$ cat config.mk
export PLATFORM = sky130hd
export DESIGN_NAME = cache_req_master
export DESIGN_NICKNAME = d
export VERILOG_FILES = /design/src/rtl/cache_req_master.sv
export SDC_FILE = /design/constraint.sdc
export NUM_CORES = 1
export LEC_CHECK = 0
export BUFFER_PORTS_ARGS = -buffer_cell sky130_fd_sc_hd__clkbuf_2
export CORE_UTILIZATION = 35
export DETAILED_ROUTE_END_ITERATION = 7
export PLACE_DENSITY = 0.66
export SYNTH_ARGS = -nofsm -noshare
export SYNTH_HDL_FRONTEND = slang
export SYNTH_SLANG_ARGS = --single-unit
$ cat constraint.sdc
create_clock -name clk -period 2.5 [get_ports clk]
set_clock_uncertainty 0.15 [all_clocks]
set_input_delay 0.125 -clock clk [delete_from_list [all_inputs] [get_ports clk]]
set_output_delay 0.125 -clock clk [all_outputs]
set_load 0.05 [all_outputs]
$ cat src/rtl/cache_req_master.sv
// cache_req_master: queues host read/write commands, issues them one at a time
// to the 4-entry tiny cache as single-cycle request pulses, samples hit/data
// RSP_LAT cycles later and returns the result through a valid/ready handshake.
// Optional feature macro: CACHE_REQ_STATS_EN builds the saturating hit/miss
// counters; without it hit_cnt/miss_cnt are tied to zero.
module cache_req_master #(
  parameter int unsigned CMD_DEPTH = 4,
  parameter int unsigned RSP_LAT   = 1
) (
  input  logic       clk,
  input  logic       rst,
  input  logic       cmd_valid,
  output logic       cmd_ready,
  input  logic       cmd_rw,
  input  logic [1:0] cmd_addr,
  input  logic [1:0] cmd_wdata,
  output logic       req_valid,
  output logic       req_rw,
  output logic [1:0] req_addr,
  output logic [1:0] req_wdata,
  input  logic       rsp_hit,
  input  logic [1:0] rsp_rdata,
  output logic       res_valid,
  input  logic       res_ready,
  output logic       res_hit,
  output logic       res_rw,
  output logic [1:0] res_addr,
  output logic [1:0] res_rdata,
  output logic       busy,
  output logic [7:0] hit_cnt,
  output logic [7:0] miss_cnt
);

  localparam int unsigned ADDR_W  = 2;
  localparam int unsigned DATA_W  = 2;
  localparam int unsigned ENTRY_W = 1 + ADDR_W + DATA_W;
  localparam int unsigned PTR_W   = $clog2(CMD_DEPTH);
  localparam int unsigned CNT_W   = $clog2(CMD_DEPTH + 1);
  localparam int unsigned LAT_W   = 2;

  localparam logic [CNT_W-1:0] FULL_CNT = CNT_W'(CMD_DEPTH);
  localparam logic [LAT_W-1:0] LAT_LOAD = LAT_W'(RSP_LAT - 1);

  typedef enum logic [1:0] {
    IDLE  = 2'd0,
    ISSUE = 2'd1,
    WAIT  = 2'd2,
    RESP  = 2'd3
  } state_t;

  state_t state;
  state_t state_next;

  logic [ENTRY_W-1:0] fifo_mem [CMD_DEPTH];
  logic [PTR_W-1:0]   wr_ptr;
  logic [PTR_W-1:0]   rd_ptr;
  logic [CNT_W-1:0]   count;
  logic [CNT_W-1:0]   count_next;
  logic [ENTRY_W-1:0] head;
  logic               fifo_empty;
  logic               push;

  logic               pop;
  logic               lat_load;
  logic               capture;
  logic               res_done;
  logic [LAT_W-1:0]   wait_cnt;

  assign push       = cmd_valid && cmd_ready;
  assign fifo_empty = (count == '0);
  assign head       = fifo_mem[rd_ptr];

  // FSM state register
  always_ff @(posedge clk) begin
    if (rst) begin
      state <= IDLE;
    end else begin
      state <= state_next;
    end
  end

  // FSM next-state: one request in flight, result must be accepted before the next issue
  always_comb begin
    state_next = state;
    unique case (state)
      IDLE:    if (!fifo_empty) state_next = ISSUE;
      ISSUE:   state_next = WAIT;
      WAIT:    if (wait_cnt == '0) state_next = RESP;
      RESP:    if (res_ready) state_next = IDLE;
      default: state_next = IDLE;
    endcase
  end

  // FSM outputs: per-state control strobes for the datapath
  always_comb begin
    pop      = 1'b0;
    lat_load = 1'b0;
    capture  = 1'b0;
    res_done = 1'b0;
    unique case (state)
      IDLE:    pop      = !fifo_empty;
      ISSUE:   lat_load = 1'b1;
      WAIT:    capture  = (wait_cnt == '0);
      RESP:    res_done = res_ready;
      default: pop      = 1'b0;
    endcase
  end

  // FIFO occupancy after this cycle's push/pop
  always_comb begin
    count_next = count;
    unique case ({push, pop})
      2'b10:   count_next = count + CNT_W'(1);
      2'b01:   count_next = count - CNT_W'(1);
      default: count_next = count;
    endcase
  end

  // Command storage; contents are don't-care while the slot is empty
  always_ff @(posedge clk) begin
    if (push) begin
      fifo_mem[wr_ptr] <= {cmd_rw, cmd_addr, cmd_wdata};
    end
  end

  // FIFO pointers, occupancy, registered ready and busy flags
  always_ff @(posedge clk) begin
    if (rst) begin
      wr_ptr    <= '0;
      rd_ptr    <= '0;
      count     <= '0;
      cmd_ready <= 1'b1;
      busy      <= 1'b0;
    end else begin
      if (push) wr_ptr <= wr_ptr + PTR_W'(1);
      if (pop)  rd_ptr <= rd_ptr + PTR_W'(1);
      count     <= count_next;
      cmd_ready <= (count_next != FULL_CNT);
      busy      <= (state_next != IDLE) || (count_next != '0);
    end
  end

  // Request pulse and fields; fields hold between requests
  always_ff @(posedge clk) begin
    if (rst) begin
      req_valid <= 1'b0;
      req_rw    <= 1'b0;
      req_addr  <= '0;
      req_wdata <= '0;
    end else begin
      req_valid <= pop;
      if (pop) begin
        {req_rw, req_addr, req_wdata} <= head;
      end
    end
  end

  // Response latency counter, loaded while the cache samples the request
  always_ff @(posedge clk) begin
    if (rst) begin
      wait_cnt <= '0;
    end else if (lat_load) begin
      wait_cnt <= LAT_LOAD;
    end else if ((state == WAIT) && (wait_cnt != '0)) begin
      wait_cnt <= wait_cnt - LAT_W'(1);
    end
  end

  // Result capture; read data is only meaningful for a read that hit
  always_ff @(posedge clk) begin
    if (rst) begin
      res_valid <= 1'b0;
      res_hit   <= 1'b0;
      res_rw    <= 1'b0;
      res_addr  <= '0;
      res_rdata <= '0;
    end else if (capture) begin
      res_valid <= 1'b1;
      res_hit   <= rsp_hit;
      res_rw    <= req_rw;
      res_addr  <= req_addr;
      res_rdata <= (!req_rw && rsp_hit) ? rsp_rdata : DATA_W'(0);
    end else if (res_done) begin
      res_valid <= 1'b0;
    end
  end

`ifdef CACHE_REQ_STATS_EN
  localparam int unsigned STAT_W = 8;
  localparam logic [STAT_W-1:0] STAT_MAX = '1;

  // Saturating hit/miss statistics, updated on the capture edge
  always_ff @(posedge clk) begin
    if (rst) begin
      hit_cnt  <= '0;
      miss_cnt <= '0;
    end else if (capture) begin
      if (rsp_hit) begin
        if (hit_cnt != STAT_MAX) hit_cnt <= hit_cnt + STAT_W'(1);
      end else begin
        if (miss_cnt != STAT_MAX) miss_cnt <= miss_cnt + STAT_W'(1);
      end
    end
  end
`else
  assign hit_cnt  = '0;
  assign miss_cnt = '0;
`endif

endmodule

---- After elaboration in Yosys (flattened, before gate mapping) ----
Memories as Yosys holds them, arrays and structs flattened. A register that Yosys moved wholly into a read port is not among the register bits.
Index checks and enable logic that the tools add are counted.
storage, ports and cells
  flip-flop bits (word level) ............. 21
  RAM bits ................................ 20
  memories ................................ 1
  logic and storage cells ................. 53
memories
  memory    depth  width  read ports  clocked after memory_dff  write ports  line  text
  fifo_mem  4      5      1           1                         1            54    logic [ENTRY_W-1:0] fifo_mem [CMD_DEPTH];
operators by class
  multiplexer cells ....................... 14
  equality and inequality tests ........... 6
  add/subtract/negate cells ............... 5
  reductions and logical operators ........ 14
operators by type and width
  operator               count
  $mux W1                8
  $mux W2                4
  $pmux W2 S4            1
  $eq A2 B2 Y1 const B   3
  $pmux W3 S2            1
  $reduce_bool A2 Y1     3
  $add A2 B1 Y2 const B  2
  $eq A2 B1 Y1 const B   2
  $logic_not A2 Y1       2
  $add A3 B1 Y3 const B  1
  $logic_and A1 B1 Y1    3
  $logic_not A3 Y1       1
  $ne A3 B3 Y1 const B   1
  $reduce_bool A3 Y1     1
  $sub A3 B1 Y3 const B  1
  $logic_not A1 Y1       2
  $reduce_or A2 Y1       1
  $sub A2 B1 Y2 const B  1
  $logic_or A1 B1 Y1     1

---- Logic depth before layout (Yosys ltp) ----
Gate-level depths: netlist of run 1.
  depth after elaboration ................. 7
  mapped depth ............................ 11

---- Least setup slack after synthesis of run 1 ----
No wires, ideal clock.
  path kind ............................... flip-flop to flip-flop
  start ................................... register state[1]
  end ..................................... register cmd_ready
  setup slack ............................. 0.239 ns
  cell stages (with the launch flop) ...... 12
  buffers on the path ..................... 2
  arrival ................................. 1.991 ns
  period minus slack after synthesis ...... 2.261 ns
  library setup time ...................... 0.120 ns
  path through ............................ dfxtp_1 -> buf_4 -> nor2_4 -> o31a_1 -> buf_6 -> ha_1 -> inv_1 -> fa_1 -> xor2_1 -> nor2_1 -> xnor2_1 -> a211o_1
on the way
  longest elaborated chain between the ends .. 5
  elaborated cells between the ends (all ways) .. 6
  those cells by class .................... eq/ne (3); mux (2); reduce/logical (1)
ends and longest elaborated chain
  what                                          line  text
  start, declared                               51    state_t state;
  start signal, assigned                        78    state <= state_next;
  $logic_not A2 Y1 (*)                          100   unique case (state)
  $mux W1 (*)                                   100
  named net pop                                 63    logic pop;
  $eq A2 B1 Y1 or $eq A2 B2 Y1 (tied branches)  112   unique case ({push, pop})
  $pmux W3 S2 (*)                               112
  $ne A3 B3 Y1 (*)                              138   cmd_ready <= (count_next != FULL_CNT);
  end signal, assigned                          138
  end, declared                                 13    output logic cmd_ready,
The timed path passes the listed nets; every way through them passes the cells marked *.
A chain may end at the register's enable or synchronous reset.

---- Worst setup path after layout of run 1 ----
  start ................................... register state[1]
  end ..................................... register cmd_ready
on the way
  longest elaborated chain between the ends .. 5
  elaborated cells between the ends (all ways) .. 6
  those cells by class .................... eq/ne (3); mux (2); reduce/logical (1)
ends and longest elaborated chain
  what                                          line
  $logic_not A2 Y1 (*)                          100
  $mux W1 (*)                                   100
  $eq A2 B1 Y1 or $eq A2 B2 Y1 (tied branches)  112
  $pmux W3 S2 (*)                               112
  $ne A3 B3 Y1 (*)                              138
Every way passes the cells marked *; elsewhere a longest branch is shown, timed or not.

==> results, run 1 <==
- The maximum number of pins on one net before global-route repair is 27.
- After filler insertion, the fill cell instance count of the layout stands at 540.
- The sequential fraction of the synthesis area is 55.86%.
- During placement, the flow inserted port buffers numbering 26.
- The half-perimeter wire length after detailed placement is 2321 um.
- Measured against its own limit, the worst slew margin works out to 64.22%.
- By count the netlist is led by 26 x dfxtp_1, 20 x edfxtp_1, 17 x buf_4, 17 x nor2_1, 16 x nand2_1.
- Along the worst path, the maximum fanout reaches 9.
- Summed over all layers, the global routing overflow is 0.
- The first global-routing pass estimated 5313 um of wire.
- The DRC violation total after the first TritonRoute iteration is 74.
- The first-pass iteration count of the detailed router is 4.
- The tree is rooted in a clkbuf_8.
- The worst-case IR drop observed on VDD is 0.0003809 V.
- For the pin with the worst max-slew slack, the measured transition is 0.5367 ns.
- The area share of the leading cell type in the synthesized netlist is 29.93%.
- Among all flip-flop cells after synthesis, the most frequent one is dfxtp_1.
- Counting I/O delays and the setup requirement, the final critical path takes 2.255 ns.
- The count of nets left with antenna violations once routing finished came out at 0.
- The die is 77.73 um tall.
- TritonCTS built the clock tree.
- Setup repair after global routing left no endpoint under its margin.
- By startpoint and endpoint, the worst setup path is classified as register to register.
- Of all flip-flops after synthesis, the portion carrying an async set or reset was 0%.
- The number of warning messages in the yosys log is 0.
- The worst hold-check path type is input port to register.
- The critical path data arrival time is 2.30 ns.
- Synthesis inferred 46 register bits.
- By area the synthesized netlist is led by edfxtp_1 30%, dfxtp_1 26%, buf_4 6.4%.
- Timing would allow up to 0.4434 GHz.
- The kind of end point of the critical path is a register.
- For this design the static power due to leakage is 0.9289 nW.
- The H-tree depth is 2.
- The flow ran to the end, and the final reports show no timing, DRC or antenna violations.
- The number of sinks on the clock net is 46.
- Across the run, the number of max-cap violations was 0.
- The mean area per synthesized cell is 11.53 sq um.
- In this run, synthesis inferred 20 flip-flops with an integrated enable.
- The setup fix buffers added after clock tree synthesis is 0.
- At the end of routability-driven placement, the weighted congestion stood at 0.7056.
- In the final timing run, aggregate negative setup slack is 0 ns.
- At the worst endpoint, the required time is 2.54 ns.
- Counting distinct cell types in the post-synthesis netlist gives 33.
- The number of global-route vias before repair is 1136.
- In the finished design, the share of the clock period the worst path needs comes to 90.21%.
- The kind of launch point of the worst setup path is a register.
- Clock-pin slew was measured on the worst setup and hold paths at 0.08 ns.
- For this configuration, the core starts out at a cell density of 36.45%.
- After synthesis the cells add up to 2007 sq um.
- 43 I/O pins were placed.
- The number of max-slew violations in the final report is 0.
- In the post-synthesis netlist, the cell with the most instances is dfxtp_1.
- The die is 77.73 um wide.
- The net count reported at finish is 228.
- The area growth from synthesis to layout is 14.84%.
- The cell count after synthesis is 174.
- The final number of hold-violating endpoints is 0.
- The number of endpoints failing setup at the final stage is 0.
- The largest total area in the synthesized netlist belongs to edfxtp_1.
- The DRC violation count after routing is 0.
- For this run, the total global-route usage over all layers was measured as 11.66%.
- The post-route netlist has 19.52% of its cells at a drive strength greater than 1.
- 0 antenna diodes ended up in the layout.
- The number of buffers between clock root and the deepest sink is 2.
- The total detailed-routing wirelength is 3209 um.
- Power spread over the standard cell area amounts to 1106 nW/um^2.
- The overall power of the completed layout is 2.550 mW.
- For the worst-skew pair, the clock arrives at the later sink with an insertion delay of 0.30 ns.
- In the final routed layout, each cell accounts on average for 11.38 um.
- The total CTS buffers is 5.
- The area of the core is 5507 sq um.
- In the routed layout, each cell is associated on average with a via count of 4.422.
- In this run the core area contains 27 standard-cell rows.
- The routed via count is 1247.
- The floorplan die area is 6041 sq um.
- The initial antenna violation count is 0.
- The reg2reg setup slack is 0.24 ns.
[power breakdown]
part / total, mW / switching (mW) / internal, mW
sequential: 1.08 / 0.134 / 0.944
combinational: 1.04 / 0.675 / 0.364
clock: 0.432 / 0.239 / 0.192
[layer usage]
layer	track usage [%]	part of all wire (%)
met5	0	0
met4	6.226	2.2
met3	2.941	5.0
met2	19.56	46
met1	13.63	47
[registers in the layout, indices dropped and copies added, names as in the netlist, 2 cells and up]
signal and flops:
count 3, fifo_mem 20, rd_ptr 2, req_addr 2
req_wdata 2, res_addr 2, res_rdata 2, state 2
wait_cnt 2, wr_ptr 2
[worst max-delay path, cell delays in order, from the launching register on]
cell and delay (ns):
dfxtp_1 0.41, nor2_4 0.15, o31a_1 0.17, ha_1 0.18
inv_1 0.06, fa_1 0.37, xor2_1 0.15, nor2_1 0.13
xnor2_1 0.12, a211o_1 0.27
[path summary, 6_finish.rpt]
check                                  start            to  cells past startpoint
worst max register to register      state[1]     cmd_ready                      9
worst min register to register  res_rdata[0]  res_rdata[0]                      2
worst min-delay path                     rst   wait_cnt[0]                      2
worst max-delay path                state[1]     cmd_ready                      9
[per-stage QoR]
step	worst slack, ns	hold WS (ns)	area [sq um]	util (%)	std cells
3_3_place_gp	0.3252	0.1991	2123	38.56	264
6_report	0.2448	0.2098	2305	41.85	282
3_5_place_dp	0.2518	0.2063	2123	38.56	264
5_1_grt	0.1320	0.2435	2305	41.85	282
2_1_floorplan	0.2393	0.07387	2063	-	189
4_1_cts	0.2465	0.2111	2305	41.85	282
[cell families (layout without fill, tap and decap cells)]
kind of cell,count (synthesis),count (layout),synth area share (%)
AOI/OAI and AO/OA,21,21,6.485
xor gates and xnor gates,6,6,2.619
adders and majority gates,7,7,4.738
DFF,46,46,55.86
other,1,16,0.1869
buffers and inverters,33,54,10.22
and+or+nand+nor,49,49,11.28
muxes,11,11,8.604
[layout make-up]
| cell class | instances | area [sq um] | area share (%) |
|---|---|---|---|
| clock buffers | 6 | 72.57 | 3.149 |
| clock inverters | 2 | 8.758 | 0.3800 |
| inverters | 8 | 30.03 | 1.303 |
| multi-input cells | 110 | 737.0 | 31.98 |
| flip-flops and latches | 46 | 1121 | 48.64 |
| well taps | 72 | 90.09 | 3.909 |
| repair buffers | 38 | 245.2 | 10.64 |
[placed cells by master, fill, tap and decap left out, types with 4 or more instances in the layout]
| master | synthesis | routed |
|---|---|---|
| mux2i_1 | 6 | 6 |
| edfxtp_1 | 20 | 20 |
| dfxtp_1 | 26 | 26 |
| a21oi_1 | 12 | 12 |
| inv_1 | 8 | 8 |
| dlygate4sd3_1 | 0 | 10 |
| ha_1 | 6 | 6 |
| clkbuf_8 | 0 | 5 |
| nand2_1 | 16 | 16 |
| mux4_2 | 5 | 5 |
| conb_1 | 1 | 16 |
| and3_1 | 5 | 5 |
| clkbuf_2 | 0 | 26 |
| nand3_1 | 4 | 4 |
| nor2_1 | 17 | 17 |
[timing repair]
item | in CTS | in global routing
endpoints found under the hold margin | 25 | 0
resized for setup | 0 | 0
hold buffers | 10 | 0
Power figures use the tool's default switching activity.
==> run 2, diff against run 1 <==
--- a/config.mk
+++ b/config.mk
@@ -9,6 +9,7 @@
 export CORE_UTILIZATION = 35
 export DETAILED_ROUTE_END_ITERATION = 7
 export PLACE_DENSITY = 0.66
+export REMOVE_ABC_BUFFERS = 1
 export SYNTH_ARGS = -nofsm -noshare
 export SYNTH_HDL_FRONTEND = slang
 export SYNTH_SLANG_ARGS = --single-unit
==> run 2 against run 1 <==
Total power up 4.0%. Final area up 0.76%. Setup slack better by 0.015 ns. Worst hold slack worse by 0.21 ns. Clock power up 24%. Global-route usage up 0.070 points. Final cell count down 0.35%. Routed wire length up 0.41%. Count of clock-buffer cells in the layout down 1. Non-clock buffer count down 1. Critical path type unchanged. Highest routed layer unchanged.
==> results, run 2 (synthesis gave the netlist of run 1 again) <==
- The flow ran to the end, and the final reports show no timing, DRC or antenna violations.
- The total power per unit cell area is 1142 nW/um^2 (+3.2%).
- The final number of hold-violating endpoints is 0 (unchanged).
- The largest registers in the layout are fifo_mem (20), count (3).
- The number of global-route vias before repair is 1155 (+1.7%).
- The final core utilization was 42.17% (+0.32 points).
- STA classifies the critical path startpoint as a register.
- The post-placement setup slack came to 0.2524 ns (+0.0005580 ns).
- The floorplan die area is 6041 sq um (unchanged).
- The worst setup margin came to 0.2595 ns (+0.01472 ns).
- The clock-pin slew reported for the worst setup and hold paths after clock tree synthesis came to 0.09 ns (about the same).
- The setup total negative slack came to 0 ns (unchanged).
- The highest attainable clock frequency is 0.4463 GHz (+0.66%).
- The largest fanout on the critical path is 9 (unchanged).
- The worst setup path is captured at a register.
- The H-tree depth is 2 (unchanged).
- The DRC violation total after the first TritonRoute iteration is 44 (-41%).
- The portion of total power attributed to the clock network is 20.2% (+3.3 points).
- The signal on the critical path passes through nor2_4, o31a_1, ha_1, inv_1, fa_1, xor2_1, nor2_1, xnor2_1, a211o_1.
- The maximum number of pins on one net before global-route repair is 27 (unchanged).
- The routed via count came to 1248 (+0.080%).
- The global router's overall resource usage was 11.73% (+0.070 points).
- The stage delay of the slowest cell on the critical path is 0.41 ns (about the same).
- The net count reported at finish is 227 (-0.44%).
- The required time of the critical path is 2.53 ns (about the same).
- The number of maximum-capacitance constraint violations came to 0 (unchanged).
- The category of the most critical setup path is register to register.
- The first-pass GRT wire length is 5478 um (+3.1%).
- The worst hold-check path type is input port to register.
- The largest voltage drop on the vdd net was 0.0005267 V (+38%).
- The register name with the most flops is fifo_mem.
- The area of the core is 5507 sq um (unchanged).
- TritonCTS built the clock tree.
- Setup repair after global routing left no endpoint under its margin.
- The number of nets still failing antenna checks after routing is 0 (unchanged).
- The fraction of layout instances using a drive strength above 1 is 20.57% (+1.1 points).
- The area growth from synthesis to layout is 15.71%.
- In this run the clock root is driven by a clkbuf_8.
- The first-pass iteration count of the detailed router is 2 (-2).
- The number of gates resized after CTS is 0 (unchanged).
- The number of endpoints failing setup at the final stage is 0 (unchanged).
- The net switching fraction of the power was 39.57% (-1.6 points).
- The final period utilization is 89.62% (-0.59 points).
- The initial antenna violation count is 0 (unchanged).
- The routed length per placed instance is 11.47 um (+0.76%).
- The height of the chip is 77.73 um (unchanged).
- The number of antenna cells inserted is 0 (unchanged).
- The total congestion overflow after global routing is 0 (unchanged).
- The combinational group share of total power came to 39.4% (-1.4 points).
- The source-to-sink clock delay at the later pin of the worst-skew pair was 0.29 ns (about the same).
- The combined buffer and inverter count along the critical path was 1 (unchanged).
- The worst hold slack is 0.002661 ns (-0.2071 ns).
- The transition time at the pin with the least slew margin came to 0.5660 ns (+0.02929 ns).
- The startpoint identified for the worst hold timing path is res_ready.
- The fill cell total of the finished layout is 537 (-0.56%).
- The number of sinks on the clock net is 46 (unchanged).
- The static leakage is 0.9400 nW (+1.2%).
- The worst register-to-register path ends at cmd_ready.
- On the critical path, the stage with the largest delay is an instance of dfxtp_1.
- The internal cell power is 1.603 mW (+6.8%).
- The critical path data arrival time is 2.28 ns (-0.02 ns).
- The worst-case reg-to-reg path depth came to 9 (unchanged).
- The count of buffers inserted at the top-level ports is 26 (unchanged).
- The total CTS buffers was 5 (unchanged).
- The worst register-to-register path begins at state[1].
- The kind of cell adding the most delay to the critical path is adder cells.
- The number of max-slew violations in the final report came to 0 (unchanged).
- The worst max-slew margin expressed relative to the limit was 62.27% (-2.0 points).
- The total detailed-routing wirelength is 3222 um (+0.41%).
- The number of buffers between clock root and the deepest sink is 2 (unchanged).
- The total I/O pin count is 43 (unchanged).
- In the layout the commonest cells are 26 x dfxtp_1, 26 x clkbuf_2, 20 x edfxtp_1, 17 x nor2_1.
- The half-perimeter wire length after detailed placement is 2231 um (-3.9%).
- The path with the worst hold slack has its endpoint at res_valid.
- The time the final worst path needs with I/O delays and setup is 2.240 ns (-0.01471 ns).
- The number of instances in the placed design came to 264 (unchanged).
- The cell count of the worst hold path is 4 (+2).
- The routability-driven placement congestion ratio is 0.7751 (+9.8%).
- The starting utilization of the core area is 36.45% (unchanged).
- The net switching component of the power is 1.049 mW (about the same).
- The number of flip-flops under the largest register name was 20 (unchanged).
- The row count is 27 (unchanged).
- The average vias per placed instance is 4.441 (+0.44%).
- The DRC violation count after routing is 0 (unchanged).
- The filler-free cell count of the finished design is 281 (-0.35%).
- The reg2reg setup slack came to 0.26 ns (about the same).
- The sequential cell fraction of total power is 40.4% (-1.9 points).
- The floorplan die width is 77.73 um (unchanged).
## run 2: cell types whose count changed in the layout (fill, tap and decap cells not counted), sizes merged
| cell | change |
|---|---|
| bufinv | +1 |
| dlygate4sd3 | -1 |
| clkbuf | -1 |
## run 2: routing by layer
layer,part of all wire [%],track usage [%],wire length [um],vias to the layer above
li1,-,-,-,631
met1,49,15.33,1569,576
met2,46,18.67,1481,37
met3,4.5,3.176,144,4
met4,0.84,3.962,27,0
met5,0,0,0,-
## run 2: worst max-delay path by stage
stage | startpoint | end | slack [ns] | cells past startpoint
after floorplan | state[0] | cmd_ready | 0.06 | 9
after global placement | state[1] | cmd_ready | 0.32 | 9
after detailed placement | state[1] | cmd_ready | 0.25 | 9
after CTS | state[1] | cmd_ready | 0.24 | 9
after global routing | state[1] | busy | 0.09 | 9
final | state[1] | cmd_ready | 0.26 | 9
## run 2: final cells by class
type,instances,area (sq um),area share (%)
Multi-Input combinational cell,110,737.0,31.73
Clock buffer,5,68.82,2.963
Inverter,8,30.03,1.293
Timing Repair Buffer,37,235.2,10.13
Sequential cell,46,1121,48.28
Tap cell,72,90.09,3.879
Clock inverter,3,40.04,1.724
## run 2: timing repair
action,in CTS,in global routing
hold buffers,9,0
endpoints found under the hold margin,24,0
setup buffers,0,0
## run 2: through the flow
step,area (sq um),power (mW)
after floorplan,1888,1.887
after global placement,2123,2.122
after detailed placement,2123,2.137
after CTS,2322,2.688
after global routing,2322,2.820
final,2322,2.652
## run 2: power by group through the flow
stage          registers [mW]  logic (mW)  clock network (mW)
2_1_floorplan            1.34       0.547                   0
3_3_place_gp             1.09        1.03                   0
3_5_place_dp             1.09        1.04                   0
4_1_cts                  1.08        1.06               0.552
5_1_grt                  1.10        1.14               0.578
6_report                 1.07        1.05               0.535
## run 2: worst min-delay path: cells and delay by family
kind                   cells  cell delay (ns)
and+or+nand+nor            2             0.13
buffers and inverters      1             0.10
AOI/OAI and AO/OA          1             0.06
==> run 3, diff against run 2 <==
--- a/config.mk
+++ b/config.mk
@@ -6,9 +6,11 @@
 export NUM_CORES = 1
 export LEC_CHECK = 0
 export BUFFER_PORTS_ARGS = -buffer_cell sky130_fd_sc_hd__clkbuf_2
-export CORE_UTILIZATION = 35
+export CELL_PAD_IN_SITES_DETAIL_PLACEMENT = 2
+export CELL_PAD_IN_SITES_GLOBAL_PLACEMENT = 2
+export CORE_UTILIZATION = 34
 export DETAILED_ROUTE_END_ITERATION = 7
-export PLACE_DENSITY = 0.66
+export PLACE_DENSITY = 0.88
 export REMOVE_ABC_BUFFERS = 1
 export SYNTH_ARGS = -nofsm -noshare
 export SYNTH_HDL_FRONTEND = slang
==> run 3 against run 2 <==
Sequential power hardly changed. Worst hold slack better by 0.022 ns. Non-clock buffer count stayed put. First-iteration DRC count is 41% lower. Clock power is 12% lower. Setup slack worse by 0.070 ns. Sequential share of layout area is 0.39 points higher. Combinational power is 5% higher. Final cell count stayed put. Count of clock-buffer cells in the layout is 2 higher. Core utilization is 1.1 points lower. Register-to-register slack worse by 0.07 ns.
==> results, run 3 (synthesis gave the netlist of run 1 again) <==
- The flow ran to the end, and the final reports show no timing, DRC or antenna violations.
- The number of flip-flops under the largest register name is 20 (unchanged).
- The launching point of the worst reg2reg path is state[1].
- The internal cell power came to 1.540 mW (-3.9%).
- The DRC violation total after the first TritonRoute iteration is 26 (-41%).
- The total congestion overflow after global routing was 0 (unchanged).
- The worst max-slew margin expressed relative to the limit is 62.87% (+0.61 points).
- The total detailed-routing wirelength is 4277 um (+33%).
- The start point of the worst min-delay path is res_ready.
- The source-to-sink clock delay at the later pin of the worst-skew pair is 0.29 ns (about the same).
- The worst-case reg-to-reg path depth is 8 (-1).
- The routed via count is 1322 (+5.9%).
- The most common cell after layout, fill and taps aside is clkbuf_2.
- The critical path data arrival time is 2.35 ns (+0.07 ns).
- The cell count of the worst hold path is 4 (unchanged).
- The count of buffers inserted at the top-level ports is 26 (unchanged).
- The routed length per placed instance is 15.22 um (+33%).
- The final non-filler cell area was 2306 sq um (-0.70%).
- The number of maximum-capacitance constraint violations came to 0 (unchanged).
- The largest registers in the layout are fifo_mem (20), count (3).
- The first-pass GRT wire length is 6948 um (+27%).
- The required time of the critical path was 2.54 ns (about the same).
- The critical-path cell with the highest stage delay is fa_1.
- The clock tree from TritonCTS is built.
- The transition time at the pin with the least slew margin is 0.5569 ns (-0.009119 ns).
- The net count reported at finish is 227 (unchanged).
- The floorplan die width is 78.83 um (+1.4%).
- The number of endpoints failing setup at the final stage is 0 (unchanged).
- The worst hold-check path type is input port to register.
- The total I/O pin count was 43 (unchanged).
- The worst setup path is launched from a register.
- The filler-free cell count of the finished design came to 281 (unchanged).
- The final period utilization is 92.44% (+2.8 points).
- The H-tree depth was 2 (unchanged).
- The fill cell total of the finished layout is 616 (+15%).
- Relative to the synthesized area, the layout overhead comes to 14.90%.
- The sink of the worst hold path is res_valid.
- The time the final worst path needs with I/O delays and setup was 2.311 ns (+0.07043 ns).
- The largest fanout on the critical path is 9 (unchanged).
- The net switching component of the power came to 1.117 mW (+6.5%).
- The height of the chip is 78.83 um (+1.4%).
- The overall power of the completed layout was 2.658 mW (+0.21%).
- The number of sinks on the clock net is 46 (unchanged).
- The starting utilization of the core area came to 35.79% (-0.66 points).
- The number of nets still failing antenna checks after routing came to 0 (unchanged).
- The net switching fraction of the power is 42.05% (+2.5 points).
- The reg2reg setup slack is 0.19 ns (-0.07 ns).
- The worst register-to-register path ends at cmd_ready.
- The sequential cell fraction of total power is 40.8% (+0.4 points).
- The combinational group share of total power is 41.5% (+2.1 points).
- The stage delay of the slowest cell on the critical path is 0.49 ns (+0.08 ns).
- The setup total negative slack is 0 ns (unchanged).
- The maximum number of pins on one net before global-route repair was 27 (unchanged).
- The static leakage is 0.9307 nW (-0.99%).
- The half-perimeter wire length after detailed placement was 3163 um (+42%).
- The highest attainable clock frequency is 0.4327 GHz (-3.0%).
- The global router's overall resource usage is 15.14% (+3.4 points).
- The number of max-slew violations in the final report is 0 (unchanged).
- The portion of total power attributed to the clock network is 17.6% (-2.6 points).
- The largest voltage drop on the vdd net is 0.0003853 V (-27%).
- The DRC violation count after routing is 0 (unchanged).
- The library cell used as clock root buffer is clkbuf_8.
- The combined buffer and inverter count along the critical path is 1 (unchanged).
- The initial antenna violation count is 0 (unchanged).
- The number of antenna cells inserted is 0 (unchanged).
- Grouping stages by cell kind, the critical path spends the most delay in adder cells.
- The library cells used most frequently in the layout, excluding fill and tap cells, are 26 x clkbuf_2, 25 x dfxtp_1, 20 x edfxtp_1, 17 x nor2_1.
- The kind of end point of the critical path is a register.
- The area of the core is 5608 sq um (+1.8%).
- The critical path goes through nor2_4, o31a_1, ha_1, inv_1, fa_1, nor2b_1, nand2_1, a211o_1.
- The category of the most critical setup path is register to register.
- The fraction of layout instances using a drive strength above 1 is 20.57% (unchanged).
- The number of buffers between clock root and the deepest sink is 2 (unchanged).
- The total power per unit cell area is 1153 nW/um^2 (+0.92%).
- The clock-pin slew reported for the worst setup and hold paths after clock tree synthesis was 0.08 ns (about the same).
- The first-pass iteration count of the detailed router is 4 (+2).
- The average vias per placed instance is 4.705 (+5.9%).
- The total CTS buffers is 5 (unchanged).
- The register name with the most flops is fifo_mem.
- The number of global-route vias before repair is 1465 (+27%).
- The post-detailed-placement cell area is 2123 sq um (unchanged).
- Setup repair after global routing left no endpoint under its margin.
- The routability-driven placement congestion ratio is 0.7370 (-4.9%).
- The setup fix buffers added after clock tree synthesis is 0 (unchanged).
- The number of instances in the placed design is 264 (unchanged).
- The row count came to 27 (unchanged).
- The worst hold slack came to 0.02508 ns (+0.02242 ns).
- The final number of hold-violating endpoints is 0 (unchanged).
- The floorplan die area was 6214 sq um (+2.9%).
[run 3: cell types whose count changed in the layout (fill, tap and decap cells not counted), sizes merged]
| cell | previous run | this run |
|---|---|---|
| clkinv | 2 | 1 |
| bufinv | 1 | 0 |
| clkbuf | 31 | 33 |
[run 3: worst max path at each step]
stage | startpoint | to | slack [ns] | depth (start not counted)
floorplan | state[0] | cmd_ready | 0.06 | 9
global placement | state[1] | cmd_ready | 0.30 | 9
detailed placement | state[1] | cmd_ready | 0.16 | 8
CTS | state[1] | cmd_ready | 0.11 | 8
global route | state[1] | busy | 0.04 | 9
finish | state[1] | cmd_ready | 0.19 | 8
[run 3: worst reg2reg max path, stage by stage, from the launching register on]
cell and delay, ns:
dfxtp_2 0.38, nor2_4 0.12, o31a_1 0.19, ha_1 0.20
inv_1 0.07, fa_1 0.49, nor2b_1 0.19, nand2_1 0.12
a211o_1 0.28
[run 3: metrics by stage]
stage / utilization (%) / setup slack, ns
after global routing: 41.12 / 0.04418
after global placement: 37.86 / 0.3037
after detailed placement: 37.86 / 0.1631
after floorplan: - / 0.06371
after CTS: 41.10 / 0.1099
final: 41.12 / 0.1891
[run 3: power by group through the flow]
stage / clock network, mW / logic, mW / registers (mW)
final: 0.469 / 1.10 / 1.09
after floorplan: 0 / 0.547 / 1.34
after global routing: 0.515 / 1.19 / 1.11
after detailed placement: 0 / 1.10 / 1.11
after global placement: 0 / 1.03 / 1.09
after CTS: 0.487 / 1.12 / 1.09
[run 3: final cells by class]
cell class              instances  area (sq um)  share of cell area (%)
repair buffers                 37         235.2                   10.20
inverters                       8         30.03                   1.302
flip-flops and latches         46          1122                   48.67
clock buffers                   7         86.33                   3.744
well taps                      72         90.09                   3.907
clock inverters                 1         5.005                  0.2170
multi-input cells             110         737.0                   31.96
[run 3: routing by layer]
layer  routed length, um  global-route usage [%]
met4                  19                   3.273
met2                2390                   28.35
met1                1746                   17.03
met5                   0                       0
met3                 121                   4.138
[run 3: repair_timing]
item                       4_1_cts  5_1_grt
setup endpoints to repair        0        1
hold buffers                     9        0
resized for setup                0        1
hold endpoints to repair        24        0
